`src/rtl/lpif_txrx_x16_asym2_half_beat_packer.sv`:
```
// lpif_txrx_x16_asym2_half_beat_packer: pairs two LPIF upstream beats into one two-lane ustrm word.
// Optional LO-beat timeout padding enabled by LPIF_ASYM2_PACK_PAD_EN.
module lpif_txrx_x16_asym2_half_beat_packer #(
  parameter int PAD_TIMEOUT = 16
) (
  input  logic         clk_wr,
  input  logic         rst_wr_n,
  input  logic [3:0]   beat_state,
  input  logic [1:0]   beat_protid,
  input  logic [255:0] beat_data,
  input  logic         beat_dvalid,
  input  logic [15:0]  beat_crc,
  input  logic         beat_crc_valid,
  input  logic         beat_valid,
  input  logic         beat_vld,
  output logic         beat_rdy,
  output logic [7:0]   ustrm_state,
  output logic [3:0]   ustrm_protid,
  output logic [511:0] ustrm_data,
  output logic [1:0]   ustrm_dvalid,
  output logic [1:0]   ustrm_crc_valid,
  output logic [1:0]   ustrm_valid,
  output logic [31:0]  ustrm_crc,
  output logic         ustrm_word_vld,
  input  logic         ustrm_word_rdy,
  output logic [7:0]   pad_count
);
  localparam int W = 281;
  typedef enum logic {WAIT_LO, WAIT_HI} state_t;
  state_t r_st;
  logic [W-1:0] w_beat, r_lo, w_olo, w_ohi;
  logic [2*W-1:0] r_out;
  logic r_vld, w_free, w_acc, w_pad, w_load;
  assign w_beat = {beat_state, beat_protid, beat_data, beat_dvalid, beat_crc, beat_crc_valid, beat_valid};
  assign w_free = !r_vld || ustrm_word_rdy;
  // low beats never wait on OUT; only the pairing beat needs room
  assign beat_rdy = (r_st == WAIT_LO) || w_free;
  assign w_acc = beat_vld && beat_rdy;
  assign w_load = (r_st == WAIT_HI) && (w_acc || w_pad);
  always_ff @(posedge clk_wr or negedge rst_wr_n) begin
    if (!rst_wr_n) begin
      r_st <= WAIT_LO;
      r_lo <= '0;
      r_out <= '0;
      r_vld <= 1'b0;
    end else begin
      r_vld <= w_load || (r_vld && !ustrm_word_rdy);
      if (w_load) begin
        r_out <= {w_acc ? w_beat : {W{1'b0}}, r_lo};
        r_st <= WAIT_LO;
      end else if (r_st == WAIT_LO && w_acc) begin
        r_lo <= w_beat;
        r_st <= WAIT_HI;
      end
    end
  end
`ifdef LPIF_ASYM2_PACK_PAD_EN
  localparam logic [7:0] PT = 8'(PAD_TIMEOUT);
  logic [7:0] r_idle, r_pad_cnt;
  // a real beat in the expiry cycle suppresses the pad
  assign w_pad = (r_st == WAIT_HI) && !beat_vld && (r_idle == PT) && w_free;
  always_ff @(posedge clk_wr or negedge rst_wr_n) begin
    if (!rst_wr_n) begin
      r_idle <= '0;
      r_pad_cnt <= '0;
    end else begin
      r_idle <= (r_st == WAIT_LO || beat_vld) ? 8'd0 : (r_idle == PT ? r_idle : r_idle + 8'd1);
      if (w_pad && r_pad_cnt != 8'hff) r_pad_cnt <= r_pad_cnt + 8'd1;
    end
  end
  assign pad_count = r_pad_cnt;
`else
  assign w_pad = 1'b0;
  assign pad_count = 8'(PAD_TIMEOUT) & 8'h00;
`endif
  assign w_olo = r_out[W-1:0];
  assign w_ohi = r_out[2*W-1:W];
  assign ustrm_state = {w_ohi[280:277], w_olo[280:277]};
  assign ustrm_protid = {w_ohi[276:275], w_olo[276:275]};
  assign ustrm_data = {w_ohi[274:19], w_olo[274:19]};
  assign ustrm_dvalid = {w_ohi[18], w_olo[18]};
  assign ustrm_crc = {w_ohi[17:2], w_olo[17:2]};
  assign ustrm_crc_valid = {w_ohi[1], w_olo[1]};
  assign ustrm_valid = {w_ohi[0], w_olo[0]};
  assign ustrm_word_vld = r_vld;
endmodule

```
`config.mk`:
```
export PLATFORM = sky130hd
export DESIGN_NAME = lpif_txrx_x16_asym2_half_beat_packer
export DESIGN_NICKNAME = d
export VERILOG_FILES = /design/src/rtl/lpif_txrx_x16_asym2_half_beat_packer.sv
export SDC_FILE = /design/constraint.sdc
export NUM_CORES = 1
export LEC_CHECK = 0
export ABC_CLOCK_PERIOD_IN_PS = 2720
export CORE_AREA = 5 5 331 333
export DETAILED_ROUTE_END_ITERATION = 8
export DIE_AREA = 0 0 336 338
export DONT_BUFFER_PORTS = 1
export GPL_TIMING_DRIVEN = 1
export SLEW_MARGIN = 20
export SYNTH_ARGS = -nofsm -noshare
export SYNTH_HDL_FRONTEND = slang
export SYNTH_SLANG_ARGS = --single-unit
```
`constraint.sdc`:
```
create_clock -name clk_wr -period 2.72 [get_ports clk_wr]
set_input_delay 0.544 -clock clk_wr [delete_from_list [all_inputs] [get_ports clk_wr]]
set_output_delay 0.544 -clock clk_wr [all_outputs]
set_load 0.005 [all_outputs]
```
==> flow_summary.ini, run 1 <==
[setup_path]
cp.required_ns = 3.42
cp_slowest_cell = buf_16
crit_chain = buf_16 > buf_16 > buf_16
cp-end-kind = asynchronous set/reset pin
max_stage_delay_ns = 0.69
path_buf_inv = 3
worst_setup_path_start_kind = primary input
crit_top_cell = buf_16
critPathMaxFanout = 223
crit_arrival_ns = 2.87
path_delay_family = buffers and inverters
critical_path_class = primary input to asynchronous set/reset pin

[synth]
netlist_top_cells_area = dfrtp_1 (67%), mux2_2 (28%), mux2_1 (2.5%)
ys_seq_area_frac = 0.674
synth_common_cells = dfrtp_1 (845), mux2_2 (774), mux2_1 (69), buf_4 (66), buf_2 (34)
synth_edf_count = 0
ys_async_sr_fraction = 1.00
yosysMostFrequentCell = dfrtp_1
yosysUniqueCellTypes = 12
syn_inst = 1798
ys.flop_type = dfrtp_1
avgSynthCellArea_um2 = 17.4
synth.largest_area_cell = dfrtp_1
syn-cell-area_um2 = 31400
yosysTopAreaCellShare = 0.674
ys_warn_count = 0
ys_ff_latch = 845

[timing]
min_period_over_period = 0.801
report.final.slew_viol_count = 0
finalSetupViolCount = 0
holdWs_ns = -0.0108
finalCriticalPeriod_ns = 2.18
worstMarginPinSlew_ns = 1.09
skew_ns = 0.0309
rsz0062_at_grt = false
hold_viol = 12
clock.fmax_mhz = 459
max_slew_margin = 0.276
setup_tns_ns = 0

[clock_tree]
cts_inserted_buffers = 89
clock_latency_ns = 0.67
path_clk_slew_ns = 0.06
tritoncts = done
clock_sinks = 845
ctsHtreeMaxLevel = 3
cts_max_path_buffers = 3
cts-root-buf = clkbuf_16

[status]
outcome = complete, but fails checks
violations = hold timing

[drt]
drc_errors = 0
dr.pass1.iters = 4
drt-total-wl_um = 80300
wire_per_inst_um = 22.2
via_per_inst = 4.54
drt-initial-drc-count = 551
vias = 16367
ant_nets = 0

[job]
cap_violations = 0

[die]
dieArea_um2 = 114000
rows = 120
die_w_um = 336
core_area_um2 = 106000
start_util = 0.295
io_pins = 857
die_h_um = 338

[layout]
nets = 2411
instances_no_fill = 3607
area_delta_synth_final_pct = 24.9
drive_gt1_frac = 0.446

[placement]
portBuffers = 0
placedCellCount = 3149
gp_congestion = 0.799
dp_hpwl_um = 55600

[power]
ir_drop_mv = 0.615
leakagePower_nw = 16.3
powerDensity_nw_per_um2 = 1060

[grt]
grt_usage = 0.134
grt_pass1_wl_um = 117000
grt_max_degree = 846
antenna_found_initial = 4
grt-ovfl-total = 0
grt_pass1_vias = 18241

[hold_path]
holdCritPathClass = primary input to asynchronous set/reset pin
## worst register-to-register path: cells and delay by family (launching register included)
| kind | cells | cell delay [ns] |
|---|---|---|
| muxes | 1 | 0.44 |
| DFF | 1 | 0.41 |
| and+or+nand+nor | 2 | 0.37 |
| buffers and inverters | 2 | 0.73 |
## where the power goes
group	total, mW	internal [mW]	switching, mW
Clock	12.9	7.73	5.17
Sequential	22.0	17.5	4.51
Combinational	6.72	4.38	2.34
## stage by stage
stage	power [mW]	instance area, um2	utilization	hold WS, ns	setup slack (ns)
finish	41.6	39200	0.368	-0.0108	0.542
floorplan	25.3	31400	-	0.248	1.07
CTS	42.0	39000	0.367	-0.475	0.653
detailed placement	28.3	33000	0.310	0.266	0.642
global route	43.7	39200	0.368	0.00450	0.225
global placement	27.8	33000	0.310	0.271	0.663
## cell type report
class | instances | area, um2
multi-input cells | 859 | 9580
repair buffers | 331 | 3460
fillers | 9761 | 67100
diodes | 5 | 12.5
clock buffers | 120 | 2600
well taps | 1403 | 1760
flip-flops and latches | 845 | 21100
clock inverters | 44 | 612
## flip-flops by register name, indices dropped and copies added, names as in the netlist
signal          flops
r_out             562
r_lo              281
ustrm_word_vld      1
r_st                1
## path summary, 6_finish.rpt
path,from,endpoint,slack (ns),cells past startpoint
worst max-delay path,rst_wr_n,r_lo[18],0.54,3
worst min-delay path,rst_wr_n,r_out[453],-0.01,1
worst max register to register,ustrm_word_vld,r_out[530],0.65,5
worst min register to register,r_lo[130],r_out[130],0.47,1
max in group clk_wr,ustrm_word_vld,r_out[530],0.65,5
min in group clk_wr,beat_data[43],r_out[343],0.06,1
## what timing repair did
action / in CTS / in global routing
endpoints found under the hold margin: 1399 / 2
setup buffers: 0 / 0
hold buffers: 282 / 2
resized for setup: 0 / 0
## routing by layer
layer | track usage | share of wire | vias to the layer above
li1 | - | - | 7009
met1 | 0.145 | 0.36 | 8607
met2 | 0.236 | 0.52 | 607
met3 | 0.0509 | 0.090 | 144
met4 | 0.0552 | 0.036 | 0
met5 | 0 | 0 | -
## cell families after synthesis
group | Yosys count | synth area share
simple gates | 8 | 0.00136
mux | 843 | 0.303
flops | 845 | 0.674
other cells | 1 | 0.000120
buf+inv | 101 | 0.0213
## cell usage in the layout, fill, tap and decap left out, types with 5 or more instances in the layout
cell	Yosys	routed
clkbuf_1	1	8
mux2_2	774	774
dlygate4sd3_1	0	284
buf_4	66	29
diode_2	0	5
clkinvlp_4	0	6
clkbuf_8	0	21
buf_16	0	5
bufinv_16	0	10
buf_12	0	13
clkbuf_16	0	91
conb_1	1	8
clkinv_2	0	17
mux2_1	69	69
dfrtp_1	845	845
Note: power is estimated with default switching activity, not from simulation.
==> run 2: changes to the inputs <==
--- a/config.mk
+++ b/config.mk
@@ -5,7 +5,7 @@
 export SDC_FILE = /design/constraint.sdc
 export NUM_CORES = 1
 export LEC_CHECK = 0
-export ABC_CLOCK_PERIOD_IN_PS = 2720
+export ABC_CLOCK_PERIOD_IN_PS = 1900
 export CORE_AREA = 5 5 331 333
 export DETAILED_ROUTE_END_ITERATION = 8
 export DIE_AREA = 0 0 336 338
==> constraint.sdc (replaced) <==
create_clock -name clk_wr -period 1.9 [get_ports clk_wr]
set_input_delay 0.38 -clock clk_wr [delete_from_list [all_inputs] [get_ports clk_wr]]
set_output_delay 0.38 -clock clk_wr [all_outputs]
set_load 0.005 [all_outputs]
==> run 2 against run 1 <==
Compared with the run above:
- sequential power up 43%
- core utilization rose by 0.25 points
- clock skew fell by 0.010 ns
- cell area grew 0.67%
- flip-flop and latch count did not move
- routed wire length up 0.32%
- cell count rose by 0.39%
- worst setup slack worse by 0.47 ns
- first-iteration DRC count grew 14%
- the run still ends with hold timing left
- critical endpoint is now r_out[113]
==> flow_summary.ini, run 2 (synthesized netlist as in run 1, its figures left out) <==
[job]
cap_violations = 0

[hold_path]
holdCritPathClass = primary input to asynchronous set/reset pin

[clock_tree]
clock_latency_ns = 0.66
clock_sinks = 845
ctsHtreeMaxLevel = 3
path_clk_slew_ns = 0.06
holdBufCountCts = 283
tritoncts = done
cts_max_path_buffers = 3
cts-root-buf = clkbuf_16
cts_inserted_buffers = 88
post_cts_buffers = 0

[status]
outcome = complete, but fails checks
violations = hold timing

[layout]
top_register = r_out
largest_reg_flops = 562
area_delta_synth_final_pct = 25.7
nets = 2425
n_fill_cell = 9719
drive_gt1_frac = 0.448
layout_commonest_cell = dfrtp_1
reg_top3 = r_out x562, r_lo x281
multi_input_area_um2 = 9590
seq_area_um2 = 21100
layout_common_cells = dfrtp_1 (845), mux2_2 (773), dlygate4sd3_1 (283), clkbuf_16 (89), mux2_1 (69)

[power]
power.share.clock = 0.310
p_comb_frac = 0.163
intPower_mw = 42.7
powerDensity_nw_per_um2 = 1520
leakagePower_nw = 16.5
p_sw_mw = 17.2
p_seq_frac = 0.527
switching_share = 0.287
ir_drop_mv = 0.816

[drt]
drt-total-wl_um = 80500
drt-initial-drc-count = 627
dr.pass1.iters = 4
ant_nets = 0
drc_errors = 0
vias = 16568
via_per_inst = 4.58
wire_per_inst_um = 22.2

[die]
start_util = 0.295
dieArea_um2 = 114000
die_w_um = 336
io_pins = 857
die_h_um = 338
core_area_um2 = 106000
rows = 120

[placement]
dp_slack_ns = 0.00764
gp_congestion = 0.780
portBuffers = 0
dp_hpwl_um = 56200

[setup_path]
r2r_end = r_out[113]
crit_path_end = r_out[113]
worst_setup_path_start_kind = flip-flop
critPathMaxFanout = 58
r2r.worst_path.cells = 5
cp.required_ns = 2.42
crit_arrival_ns = 2.35
r2r-start = ustrm_word_vld
critical_path_class = flip-flop to flip-flop
rrSetupSlack_ns = 0.07
cp-end-kind = flip-flop
startpoint = ustrm_word_vld

[grt]
grt_usage = 0.135
grt_max_degree = 846
grt-ovfl-total = 0
grt_pass1_wl_um = 118000
grt_pass1_vias = 18603
antenna_found_initial = 4

[timing]
clock.fmax_mhz = 547
max_slew_margin = 0.460
worstMarginPinSlew_ns = 0.811
worst_slack_ns = 0.0712
setup_tns_ns = 0
finalSetupViolCount = 0
report.final.slew_viol_count = 0
finalCriticalPeriod_ns = 1.83
rsz0062_at_grt = false
hold_viol = 403
min_period_over_period = 0.963
skew_ns = 0.0208
holdWs_ns = -0.587
==> run 2: cell types whose count changed in the layout (fill, tap and decap cells not counted), moves of 3 or more <==
cell        previous run  this run
buf_4                 29        34
clkinvlp_4             6         2
clkbuf_8              21        17
inv_6                  3         6
clkbuf_1               8        13
buf_12                13        21
bufinv_16             10        14
==> run 2: worst min path at each step <==
stage                     startpoint          to  slack [ns]
after floorplan             rst_wr_n     r_lo[0]        0.08
after global placement      rst_wr_n  r_out[453]        0.11
after detailed placement    rst_wr_n  r_out[441]         0.1
after CTS                   rst_wr_n  r_out[434]       -0.65
after global routing        rst_wr_n   r_lo[153]       -0.65
final                       rst_wr_n  r_out[441]       -0.59
==> run 2: stage by stage <==
| stage | power (mW) | util | cells | cell area [um2] | hold WS [ns] |
|---|---|---|---|---|---|
| final | 59.8 | 0.371 | 3621 | 39400 | -0.587 |
| after global placement | 39.9 | 0.312 | 3164 | 33200 | 0.106 |
| after detailed placement | 40.8 | 0.312 | 3164 | 33200 | 0.0981 |
| after global routing | 62.9 | 0.371 | 3617 | 39400 | -0.647 |
| after CTS | 60.3 | 0.369 | 3610 | 39200 | -0.651 |
| after floorplan | 36.3 | - | 1805 | 31400 | 0.0844 |
==> run 2: power groups by stage <==
stage	clock network (mW)	registers, mW	logic (mW)
6_report	18.6	31.5	9.77
5_1_grt	19.9	32.3	10.8
4_1_cts	19.1	31.6	9.56
3_5_place_dp	0	31.9	8.87
3_3_place_gp	0	31.6	8.29
2_1_floorplan	0	28.6	7.63
==> run 2: layer usage <==
layer  vias to the layer above  track usage  wire [um]
li1                       7048            -          -
met1                      8679        0.144      28000
met2                       653        0.236      41300
met3                       188       0.0500       7520
met4                         0       0.0667       3630
met5                         -            0          0
==> run 2: timing repair <==
| item | CTS | global route |
|---|---|---|
| resized for setup | 1 | 4 |
| hold endpoints to repair | 1409 | 403 |
| cloned | 0 | 1 |
| setup endpoints to repair | 11 | 147 |
| pin swaps | 1 | 1 |
==> run 2: final cells by class <==
| class | count | share of cell area |
|---|---|---|
| clock inverters | 45 | 0.0179 |
| clock buffers | 118 | 0.0630 |
| diodes | 5 | 0.000317 |
| flip-flops and latches | 845 | 0.536 |
| well taps | 1403 | 0.0445 |
| multi-input cells | 859 | 0.243 |
| repair buffers | 346 | 0.0945 |
==> run 2: worst max-delay path, cell delays in order (launching register included) <==
cell and delay, ns:
dfrtp_1 0.39, nor2b_4 0.15, nor2_4 0.17, buf_12 0.25, buf_16 0.30, mux2_2 0.38
==> run 3: changes to the inputs <==
--- a/config.mk
+++ b/config.mk
@@ -11,6 +11,7 @@
 export DIE_AREA = 0 0 336 338
 export DONT_BUFFER_PORTS = 1
 export GPL_TIMING_DRIVEN = 1
+export SETUP_SLACK_MARGIN = 0.3
 export SLEW_MARGIN = 20
 export SYNTH_ARGS = -nofsm -noshare
 export SYNTH_HDL_FRONTEND = slang
==> run 3 against run 2 <==
Compared with the run above:
- clock power about the same
- largest cell class unchanged
- largest power group unchanged
- first-iteration DRC count up 9.4%
- non-clock buffer count up 78
- sequential power about the same
- fmax grew 5.0%
- total power up 3.3%
- the flow still finishes with violations (hold timing)
- via count up 3.2%
- routed wire length grew 11%
- die area unchanged
- worst setup slack gained 0.086 ns
- critical path type unchanged
- clock skew down 0.0030 ns
==> flow_summary.ini, run 3 (synthesized netlist as in run 1, its figures left out) <==
[status]
outcome = complete, but fails checks
violations = hold timing

[drt]
vias = 17094
via_per_inst = 4.62
dr.pass1.iters = 5
wire_per_inst_um = 24.1
ant_nets = 0
drt-initial-drc-count = 686
drc_errors = 0
drt-total-wl_um = 89200

[layout]
layout_common_cells = dfrtp_1 (843), mux2_2 (730), dlygate4sd3_1 (283), clkbuf_16 (127), mux2_4 (59)
fin_area_um2 = 41500
reg_top3 = r_out x562, r_lo x281
top_register = r_out
area_delta_synth_final_pct = 32.5
largest_reg_flops = 562
layout_commonest_cell = dfrtp_1
fin_util = 0.391
drive_gt1_frac = 0.474
nets = 2503

[placement]
gp_congestion = 0.780
placed_cell_area_um2 = 33200
portBuffers = 0
dp_hpwl_um = 56200

[die]
io_pins = 857
start_util = 0.295
rows = 120
die_w_um = 336
die_h_um = 338
core_area_um2 = 106000
dieArea_um2 = 114000

[clock_tree]
holdBufCountCts = 283
clock_sinks = 845
tritoncts = done
clock_latency_ns = 0.66
cts-root-buf = clkbuf_16
ctsHtreeMaxLevel = 3
cts_max_path_buffers = 3
cts_inserted_buffers = 88
path_clk_slew_ns = 0.06

[timing]
worstMarginPinSlew_ns = 0.891
skew_ns = 0.0179
min_period_over_period = 0.917
holdWs_ns = -0.589
finalCriticalPeriod_ns = 1.74
max_slew_margin = 0.406
hold_viol = 428
rsz0062_at_grt = true
finalSetupViolCount = 0
clock.fmax_mhz = 574
setup_tns_ns = 0
report.final.slew_viol_count = 0

[grt]
grt-ovfl-total = 0
grt_pass1_wl_um = 121000
grt_max_degree = 846
grt_usage = 0.139
grt_pass1_vias = 18787
antenna_found_initial = 4

[power]
ir_drop_mv = 0.815
leakagePower_nw = 17.6
powerDensity_nw_per_um2 = 1490
finalPower_mw = 61.8

[hold_path]
holdCritPathClass = primary input to asynchronous set/reset pin

[setup_path]
critPathMaxFanout = 15
worst_setup_path_start_kind = flip-flop
critical_path_class = flip-flop to flip-flop
cp-end-kind = flip-flop
crit_arrival_ns = 2.27
cp.required_ns = 2.42

[job]
cap_violations = 0
## run 3: cell types whose count changed in the layout (fill, tap and decap cells not counted), moves of 4 or more
| cell | delta |
|---|---|
| buf_16 | +19 |
| buf_4 | -11 |
| buf_6 | +9 |
| buf_8 | +20 |
| bufbuf_16 | +4 |
| clkbuf_16 | +38 |
| mux2_1 | -15 |
| mux2_2 | -43 |
| mux2_4 | +58 |
## run 3: power by group
group	leakage, nW	switching (mW)	internal [mW]
registers	9.90	6.60	25.0
logic	6.16	3.81	7.71
clock network	1.57	7.44	11.2
## run 3: area by class of cell
class	count	area, um2
fill	9531	64800
sequential	845	21100
multi-input combinational	859	9810
timing repair buffer	424	5630
clock buffer	118	2480
tap	1403	1760
clock inverter	45	706
antenna	5	12.5
## run 3: worst max-delay path, cell delays in order (launching register included)
cell	delay, ns
dfrtp_1	0.38
nor2b_4	0.15
nor2_4	0.15
buf_12	0.19
buf_16	0.18
buf_16	0.17
mux2_1	0.35
## run 3: what timing repair did
| action | in CTS | in global routing |
|---|---|---|
| pin swaps | 2 | 1 |
| cloned | 8 | 47 |
| hold endpoints to repair | 1409 | 478 |
| setup endpoints to repair | 521 | 801 |
| buffers inserted | 7 | 18 |
| resized for setup | 21 | 142 |
## run 3: final timing paths
| path | from | cells past startpoint | end | slack [ns] |
|---|---|---|---|---|
| hold reg to reg | r_lo[20] | 1 | r_out[20] | 0.49 |
| hold / removal | rst_wr_n | 0 | r_out[438] | -0.59 |
| setup / recovery | ustrm_word_vld | 6 | r_out[480] | 0.16 |
| max in group asynchronous | rst_wr_n | 2 | r_out[300] | 0.70 |
| setup reg to reg | ustrm_word_vld | 6 | r_out[480] | 0.16 |
| min in group clk_wr | beat_vld | 4 | r_lo[279] | 0.32 |
## run 3: per-stage QoR
| step | std cells | worst slack, ns | hold WS (ns) |
|---|---|---|---|
| CTS | 3625 | 0.129 | -0.651 |
| finish | 3699 | 0.158 | -0.589 |
| detailed placement | 3164 | 0.00764 | 0.0981 |
| global placement | 3164 | 0.0369 | 0.106 |
| global route | 3696 | 0.108 | -0.643 |
| floorplan | 1805 | 0.306 | 0.0844 |
## run 3: metal layers
layer  track usage  vias to the layer above  wire length (um)
li1              -                     7217                 -
met1         0.149                     9013             32700
met2         0.243                      667             45200
met3        0.0505                      197              7610
met4        0.0668                        0              3720
met5             0                        -                 0
